--- src/rtl/uart_pkg.sv ---
// Shared UART definitions: FSM state encoding, data width and baud divider helper.
// Used by both the receiver and the transmitter stage.
package uart_pkg;

   localparam int DATA_BITS = 8;

   typedef enum logic [1:0] {
      S_IDLE  = 2'd0,
      S_START = 2'd1,
      S_DATA  = 2'd2,
      S_STOP  = 2'd3
   } uart_state_e;

   function automatic int baud_div(input int clk_mhz, input int baud);
      return (clk_mhz * 1_000_000) / baud;
   endfunction

endpackage

--- src/rtl/uart_rx_if.sv ---
// Serial line plus parallel byte/strobe outputs of the UART receiver.
// The slave side is the receiver, the master side drives RX_IN and consumes bytes.
interface uart_rx_if;
   import uart_pkg::*;

   logic                 RX_IN;
   logic [DATA_BITS-1:0] RX_DATA;
   logic                 RX_DONE;
   logic                 RX_ERR;
   logic                 RX_BUSY;

   modport master (
      output RX_IN,
      input  RX_DATA,
      input  RX_DONE,
      input  RX_ERR,
      input  RX_BUSY
   );

   modport slave (
      input  RX_IN,
      output RX_DATA,
      output RX_DONE,
      output RX_ERR,
      output RX_BUSY
   );

endinterface

--- src/rtl/uart_sync_edge.sv ---
// Two-flop synchroniser for an asynchronous input plus a falling-edge detector.
// All stages reset to 1 so an idle-high line produces no edge out of reset.
module uart_sync_edge (
   input  logic clk,
   input  logic rst_n,
   input  logic async_in,
   output logic sync_out,
   output logic fall
);

   logic meta_q, meta_d;
   logic sync_q, sync_d;
   logic dly_q,  dly_d;

   always_comb begin
      meta_d = async_in;
      sync_d = meta_q;
      dly_d  = sync_q;
   end

   always_ff @(posedge clk or negedge rst_n) begin
      if (!rst_n) begin
         meta_q <= 1'b1;
         sync_q <= 1'b1;
         dly_q  <= 1'b1;
      end else begin
         meta_q <= meta_d;
         sync_q <= sync_d;
         dly_q  <= dly_d;
      end
   end

   assign sync_out = sync_q;
   assign fall     = dly_q & ~sync_q;

endmodule

--- src/rtl/uart_rx.sv ---
// 8N1 UART receiver: mid-bit sampling from a baud counter, one-cycle done/error strobes.
// Define UART_RX_MAJORITY_EN to replace each single sample with a 2-of-3 majority vote.
module uart_rx #(
   parameter int CLK_FREQ  = 50,
   parameter int BAUD_RATE = 115200
) (
   input logic      clk,
   input logic      rst_n,
   uart_rx_if.slave bus
);
   import uart_pkg::*;

   localparam int BAUD_CNT = baud_div(CLK_FREQ, BAUD_RATE);
   localparam int HALF_CNT = BAUD_CNT / 2;
   localparam int BIT_W    = $clog2(DATA_BITS);

   localparam logic [15:0]      BAUD_LAST = 16'(BAUD_CNT - 1);
   localparam logic [BIT_W-1:0] LAST_BIT  = BIT_W'(DATA_BITS - 1);

   logic rx_s;
   logic rx_fall;
   logic sample_bit;

   uart_state_e          state_q,    state_d;
   logic [15:0]          baud_cnt_q, baud_cnt_d;
   logic [BIT_W-1:0]     bit_cnt_q,  bit_cnt_d;
   logic [DATA_BITS-1:0] shift_q,    shift_d;
   logic [DATA_BITS-1:0] data_q,     data_d;
   logic                 done_q,     done_d;
   logic                 err_q,      err_d;

   uart_sync_edge u_sync (
      .clk      (clk),
      .rst_n    (rst_n),
      .async_in (bus.RX_IN),
      .sync_out (rx_s),
      .fall     (rx_fall)
   );

`ifdef UART_RX_MAJORITY_EN
   // Voting over target-1..target+1 delays the start decision by one clock; later
   // decisions keep the full bit period, so every decision point shifts by one.
   localparam logic [15:0] START_LAST = 16'(HALF_CNT);

   logic [1:0] hist_q, hist_d;

   always_comb begin
      hist_d     = {hist_q[0], rx_s};
      sample_bit = (hist_q[1] & hist_q[0]) | (hist_q[1] & rx_s) | (hist_q[0] & rx_s);
   end

   always_ff @(posedge clk or negedge rst_n) begin
      if (!rst_n) begin
         hist_q <= 2'b11;
      end else begin
         hist_q <= hist_d;
      end
   end
`else
   localparam logic [15:0] START_LAST = 16'(HALF_CNT - 1);

   always_comb begin
      sample_bit = rx_s;
   end
`endif

   always_comb begin
      state_d    = state_q;
      baud_cnt_d = baud_cnt_q;
      bit_cnt_d  = bit_cnt_q;
      shift_d    = shift_q;
      data_d     = data_q;
      done_d     = 1'b0;
      err_d      = 1'b0;

      if (state_q != S_IDLE) begin
         baud_cnt_d = baud_cnt_q + 16'd1;
      end

      case (state_q)
         S_IDLE: begin
            if (rx_fall) begin
               state_d    = S_START;
               baud_cnt_d = 16'd0;
            end
         end
         S_START: begin
            if (baud_cnt_q == START_LAST) begin
               baud_cnt_d = 16'd0;
               bit_cnt_d  = '0;
               state_d    = sample_bit ? S_IDLE : S_DATA;
            end
         end
         S_DATA: begin
            if (baud_cnt_q == BAUD_LAST) begin
               baud_cnt_d         = 16'd0;
               shift_d[bit_cnt_q] = sample_bit;
               bit_cnt_d          = bit_cnt_q + BIT_W'(1);
               if (bit_cnt_q == LAST_BIT) begin
                  state_d = S_STOP;
               end
            end
         end
         S_STOP: begin
            // Deciding at mid-stop-bit leaves half a bit to catch a back-to-back start edge.
            if (baud_cnt_q == BAUD_LAST) begin
               baud_cnt_d = 16'd0;
               state_d    = S_IDLE;
               if (sample_bit) begin
                  data_d = shift_q;
                  done_d = 1'b1;
               end else begin
                  err_d  = 1'b1;
               end
            end
         end
         default: begin
            state_d    = S_IDLE;
            baud_cnt_d = 16'd0;
         end
      endcase
   end

   always_ff @(posedge clk or negedge rst_n) begin
      if (!rst_n) begin
         state_q    <= S_IDLE;
         baud_cnt_q <= 16'd0;
         bit_cnt_q  <= '0;
         shift_q    <= '0;
         data_q     <= '0;
         done_q     <= 1'b0;
         err_q      <= 1'b0;
      end else begin
         state_q    <= state_d;
         baud_cnt_q <= baud_cnt_d;
         bit_cnt_q  <= bit_cnt_d;
         shift_q    <= shift_d;
         data_q     <= data_d;
         done_q     <= done_d;
         err_q      <= err_d;
      end
   end

   assign bus.RX_DATA = data_q;
   assign bus.RX_DONE = done_q;
   assign bus.RX_ERR  = err_q;
   assign bus.RX_BUSY = (state_q != S_IDLE);

endmodule

--- src/flat_wrapper.sv ---
// flat-port wrapper written by rule: the top's interface ports become plain ports
module uart_rx_flat import uart_pkg::*;
#(
   parameter int CLK_FREQ  = 50,
   parameter int BAUD_RATE = 115200
)
  (clk, rst_n, bus_RX_IN, bus_RX_DATA, bus_RX_DONE, bus_RX_ERR, bus_RX_BUSY);
  uart_rx_if bus_i ();
  input logic clk;
  input logic rst_n;
  input wire logic [$bits(bus_i.RX_IN)-1:0] bus_RX_IN;
  output wire logic [$bits(bus_i.RX_DATA)-1:0] bus_RX_DATA;
  output wire logic [$bits(bus_i.RX_DONE)-1:0] bus_RX_DONE;
  output wire logic [$bits(bus_i.RX_ERR)-1:0] bus_RX_ERR;
  output wire logic [$bits(bus_i.RX_BUSY)-1:0] bus_RX_BUSY;
  assign bus_i.RX_IN = bus_RX_IN;
  assign bus_RX_DATA = bus_i.RX_DATA;
  assign bus_RX_DONE = bus_i.RX_DONE;
  assign bus_RX_ERR = bus_i.RX_ERR;
  assign bus_RX_BUSY = bus_i.RX_BUSY;
  uart_rx #(.CLK_FREQ(CLK_FREQ), .BAUD_RATE(BAUD_RATE)) u_core (.clk(clk), .rst_n(rst_n), .bus(bus_i));
endmodule
--- config.mk ---
export PLATFORM = sky130hd
export DESIGN_NAME = uart_rx_flat
export DESIGN_NICKNAME = d
export VERILOG_FILES = /design/src/rtl/uart_pkg.sv /design/src/rtl/uart_rx_if.sv /design/src/rtl/uart_sync_edge.sv /design/src/rtl/uart_rx.sv /design/src/flat_wrapper.sv
export SDC_FILE = /design/constraint.sdc
export NUM_CORES = 1
export LEC_CHECK = 0
export BUFFER_PORTS_ARGS = -buffer_cell sky130_fd_sc_hd__buf_4
export CAP_MARGIN = 10
export CORE_MARGIN = 4
export CORE_UTILIZATION = 49
export CTS_CLUSTER_DIAMETER = 200
export DETAILED_ROUTE_END_ITERATION = 8
export PLACE_DENSITY = 0.74
export SYNTH_ARGS = -nofsm -noshare
export SYNTH_HDL_FRONTEND = slang
export SYNTH_SLANG_ARGS = --single-unit
--- constraint.sdc ---
create_clock -name clk -period 1.9 [get_ports clk]
set_input_delay 0.38 -clock clk [delete_from_list [all_inputs] [get_ports clk]]
set_output_delay 0.38 -clock clk [all_outputs]
set_load 0.01 [all_outputs]
==> run summary <==
=================================================================================
# clock sinks                                                                  42
Flops & latches, synth                                                         42
Area growth from synthesis to layout                                       29.75%
Share of async-settable or async-resettable flops after synthesis          100.0%
Tightest Hold Check Type                                             input pin to async pin
Post-synthesis cell type count                                                 48
Synth Net Count                                                               197
Crit path DAT                                                             2110 ps
Run status                                                           complete, but fails checks
Placed cell areas                                                    0.002406 mm²
Remaining max-slew budget at the tightest pin                              65.46%
Clock period minus worst slack                                            1930 ps
R2R cell count                                                                  7
Clock latency on the worst-skew pair                                       290 ps
Yosys warns                                                                     0
Routed length per placed instance                                        15.88 µm
Violation count after the first detailed-routing iteration                     78
Max Cap Violations                                                              0
Overall global routing resource usage                                      18.10%
Clock tree from TritonCTS                                                     yes
Vias                                                                         1656
Setup repair after global routing missed its margin                           yes
Detail Route met2 WL                                                      2296 µm
Register-to-register setup slack                                           -30 ps
Critical-path maximum fanout                                                    5
Post-layout instance count excluding filler cells                             287
Final WS setup                                                          -29.79 ps
Clk buf depth                                                                   2
Post-detail-place hpwl                                                    3127 µm
Final Skew                                                               6.917 ps
Post-synthesis cell count                                                     189
Vert. Die Dim                                                            73.58 µm
Hold_ws                                                                  66.06 ps
Start of the worst register-to-register path                         u_core.baud_cnt_q[0]
Worst Tran Pin Value                                                     518.0 ps
Full die area                                                        0.005413 mm²
Met3 wire length                                                           244 µm
Pin count of the biggest net entering global routing                           43
Row cnt                                                                        23
Count of antenna diodes in the layout                                           0
Wire length of the first global-routing pass                              7521 µm
Instance count after placement with tap cells included                        269
1st-pass router iterations                                                      4
Class of the most critical setup path                                flip-flop to flip-flop
Leak                                                                  0.001337 µW
Final weighted congestion in routability-driven placement                  0.8782
Wirelength, routed                                                        4557 µm
Cell taking the most area after synthesis                                 dfrtp_1
Highest achievable clock rate                                           518.2 MHz
Antenna-violating nets left                                                     0
Final-stage net count                                                         244
Number of fill cells in the layout                                            288
Post-synth design cell area                                          0.002107 mm²
Main area contributors after synthesis                               dfrtp_1 (46%), mux2_2 (4.8%), mux2_1 (4.3%)
Number of synthesized flops with an enable pin                                  0
Avg Inst Size Synth                                                     11.15 µm²
GRT overflow                                                                    0
Cell area after layout                                               0.002734 mm²
Required time of the critical path                                        2080 ps
Ratio of final minimum period to clock period                              101.6%
Violated checks                                                      setup timing
Pwr/cell area                                                        770.6 mW/mm²
Antenna violations before repair                                                0
Sequential-to-total area share from yosys stat                             50.06%
Count of input and output buffers                                              13
Root cell of the clock tree                                              clkbuf_8
Highest routed metal layer                                                   met4
H-Tree Level Count                                                              2
Category of the worst setup path capture point                          flip-flop
Starting density of the core                                               51.56%
Register clock-pin slew on the reported worst setup and hold paths          80 ps
Worst flop-to-flop path endpoint                                     u_core.shift_q[3]
Num ports                                                                      14
Max VDD drop                                                            0.6769 mV
Hold buffer count at CTS                                                        0
Number of slew-limit violations in the final report                             0
Number of buffers inserted during clock tree synthesis                          5
Die extent in x                                                          73.58 µm
Metal1 wirelength                                                         1877 µm
Setup violations, final                                                         1
Setup crit start kind                                                   flip-flop
Core Box Area                                                        0.004086 mm²
DRC violation count after routing                                               0
Main synth FF type                                                        dfrtp_1
Fraction of final layout cells sized beyond drive strength 1               37.97%
Area share of the largest cell type after synthesis                        46.32%
Placement Setup Slack                                                   -128.0 ps
Number of hold violations in the final report                                   0
Vias in the first global route                                               1621
Mean number of vias per cell                                                5.770
=================================================================================
-- layout by cell type, fill, tap and decap left out, drive strengths merged, types with 2 or more instances in the layout --
cell type   n
a211o       3
a21o        2
a31oi       3
and3        6
and4b       2
buf        47
clkbuf      6
clkinv      2
dfrtp      39
dfstp       3
ha          5
inv         8
mux2       17
mux2i       3
nand2      14
nand3       6
nand4       9
nor2       16
nor3        8
nor4        7
o2111ai     2
o211ai      4
o21a        4
o21ai       3
xnor2       2
xor2        2
-- logic make-up (layout without fill, tap and decap cells) --
family / Yosys count / count (layout) / share of synthesized area (%)
compound gates: 27 / 27 / 9.680
buf+inv: 15 / 63 / 3.385
fa+ha+maj: 5 / 5 / 2.969
flops: 42 / 42 / 50.06
xor+xnor: 4 / 4 / 1.663
simple gates: 76 / 76 / 21.74
mux: 20 / 20 / 10.51
-- critical path, cell delays in order (launching register included) --
cell and delay (ps):
dfrtp_2 400, buf_6 110, ha_4 120, and4b_2 260, nand4_4 150, nor3_4 220, nand4_1 190, mux2_4 350
-- through the flow --
step                      setup TNS, ps  power [µW]  util, %
after floorplan                       0        1255        -
after global placement           -556.5        1415    58.88
after detailed placement          -1049        1436    58.88
after CTS                        -201.2        2063    63.44
after global routing              -1198        2215    66.90
final                            -29.79        2107    66.90
-- registers in the layout, summed over array words and instances (netlist names), 3 cells and up, named ones only --
signal	cells
u_core.bit_cnt_q	3
u_core.baud_cnt_q	16
u_core.shift_q	8
u_core.bus.RX_DATA	8
-- where the power goes --
group / switching, µW / internal (µW)
logic: 290 / 268
clock network: 300 / 259
registers: 55.2 / 934
-- what timing repair did --
item                       in CTS  in global routing
setup buffers                   4                  6
setup endpoints to repair      23                 34
hold endpoints to repair        0                  0
pin swaps                       8                  7
resized for setup              15                 16
-- synth_stat cells (all sizes together), types with 2 or more instances --
| master | instances |
|---|---|
| and4b | 2 |
| o2111ai | 2 |
| xor2 | 2 |
| dfrtp | 39 |
| mux2 | 17 |
| nor3 | 8 |
| nand4 | 9 |
| a211o | 3 |
| mux2i | 3 |
| nand3 | 6 |
| o21a | 4 |
| dfstp | 3 |
| buf | 5 |
| inv | 8 |
| a21o | 2 |
| nor4 | 7 |
| xnor2 | 2 |
| and3 | 6 |
| nor2 | 16 |
| o211ai | 4 |
| ha | 5 |
| nand2 | 14 |
| o21ai | 3 |
| a31oi | 3 |
| clkbuf | 2 |
-- worst max-delay path by stage --
| stage | slack, ps | end | cells past startpoint | start |
|---|---|---|---|---|
| 4_1_cts | -50 | u_core.shift_q[3] | 7 | u_core.baud_cnt_q[1] |
| 3_5_place_dp | -130 | u_core.baud_cnt_q[5] | 8 | u_core.baud_cnt_q[0] |
| 3_3_place_gp | -100 | u_core.baud_cnt_q[5] | 8 | u_core.baud_cnt_q[0] |
| 2_1_floorplan | 30 | u_core.baud_cnt_q[4] | 8 | u_core.baud_cnt_q[0] |
| 5_1_grt | -90 | u_core.shift_q[3] | 7 | u_core.baud_cnt_q[1] |
| 6_report | -30 | u_core.shift_q[3] | 7 | u_core.baud_cnt_q[0] |
-- final cells by class --
| cell class | instances | area [µm²] | area share [%] |
|---|---|---|---|
| well taps | 50 | 62.56 | 2.288 |
| flip-flops and latches | 42 | 1056 | 38.63 |
| multi-input cells | 132 | 1122 | 41.05 |
| repair buffers | 47 | 376.6 | 13.78 |
| inverters | 8 | 30.03 | 1.098 |
| clock inverters | 2 | 13.76 | 0.5034 |
| clock buffers | 6 | 72.57 | 2.654 |
-- routing by layer --
metal,track usage (%),vias to the layer above
li1,-,789
met1,24.10,804
met2,28.74,50
met4,6.439,0
met5,0,-
met3,4.378,13
Note: power is estimated with default switching activity, not from simulation.
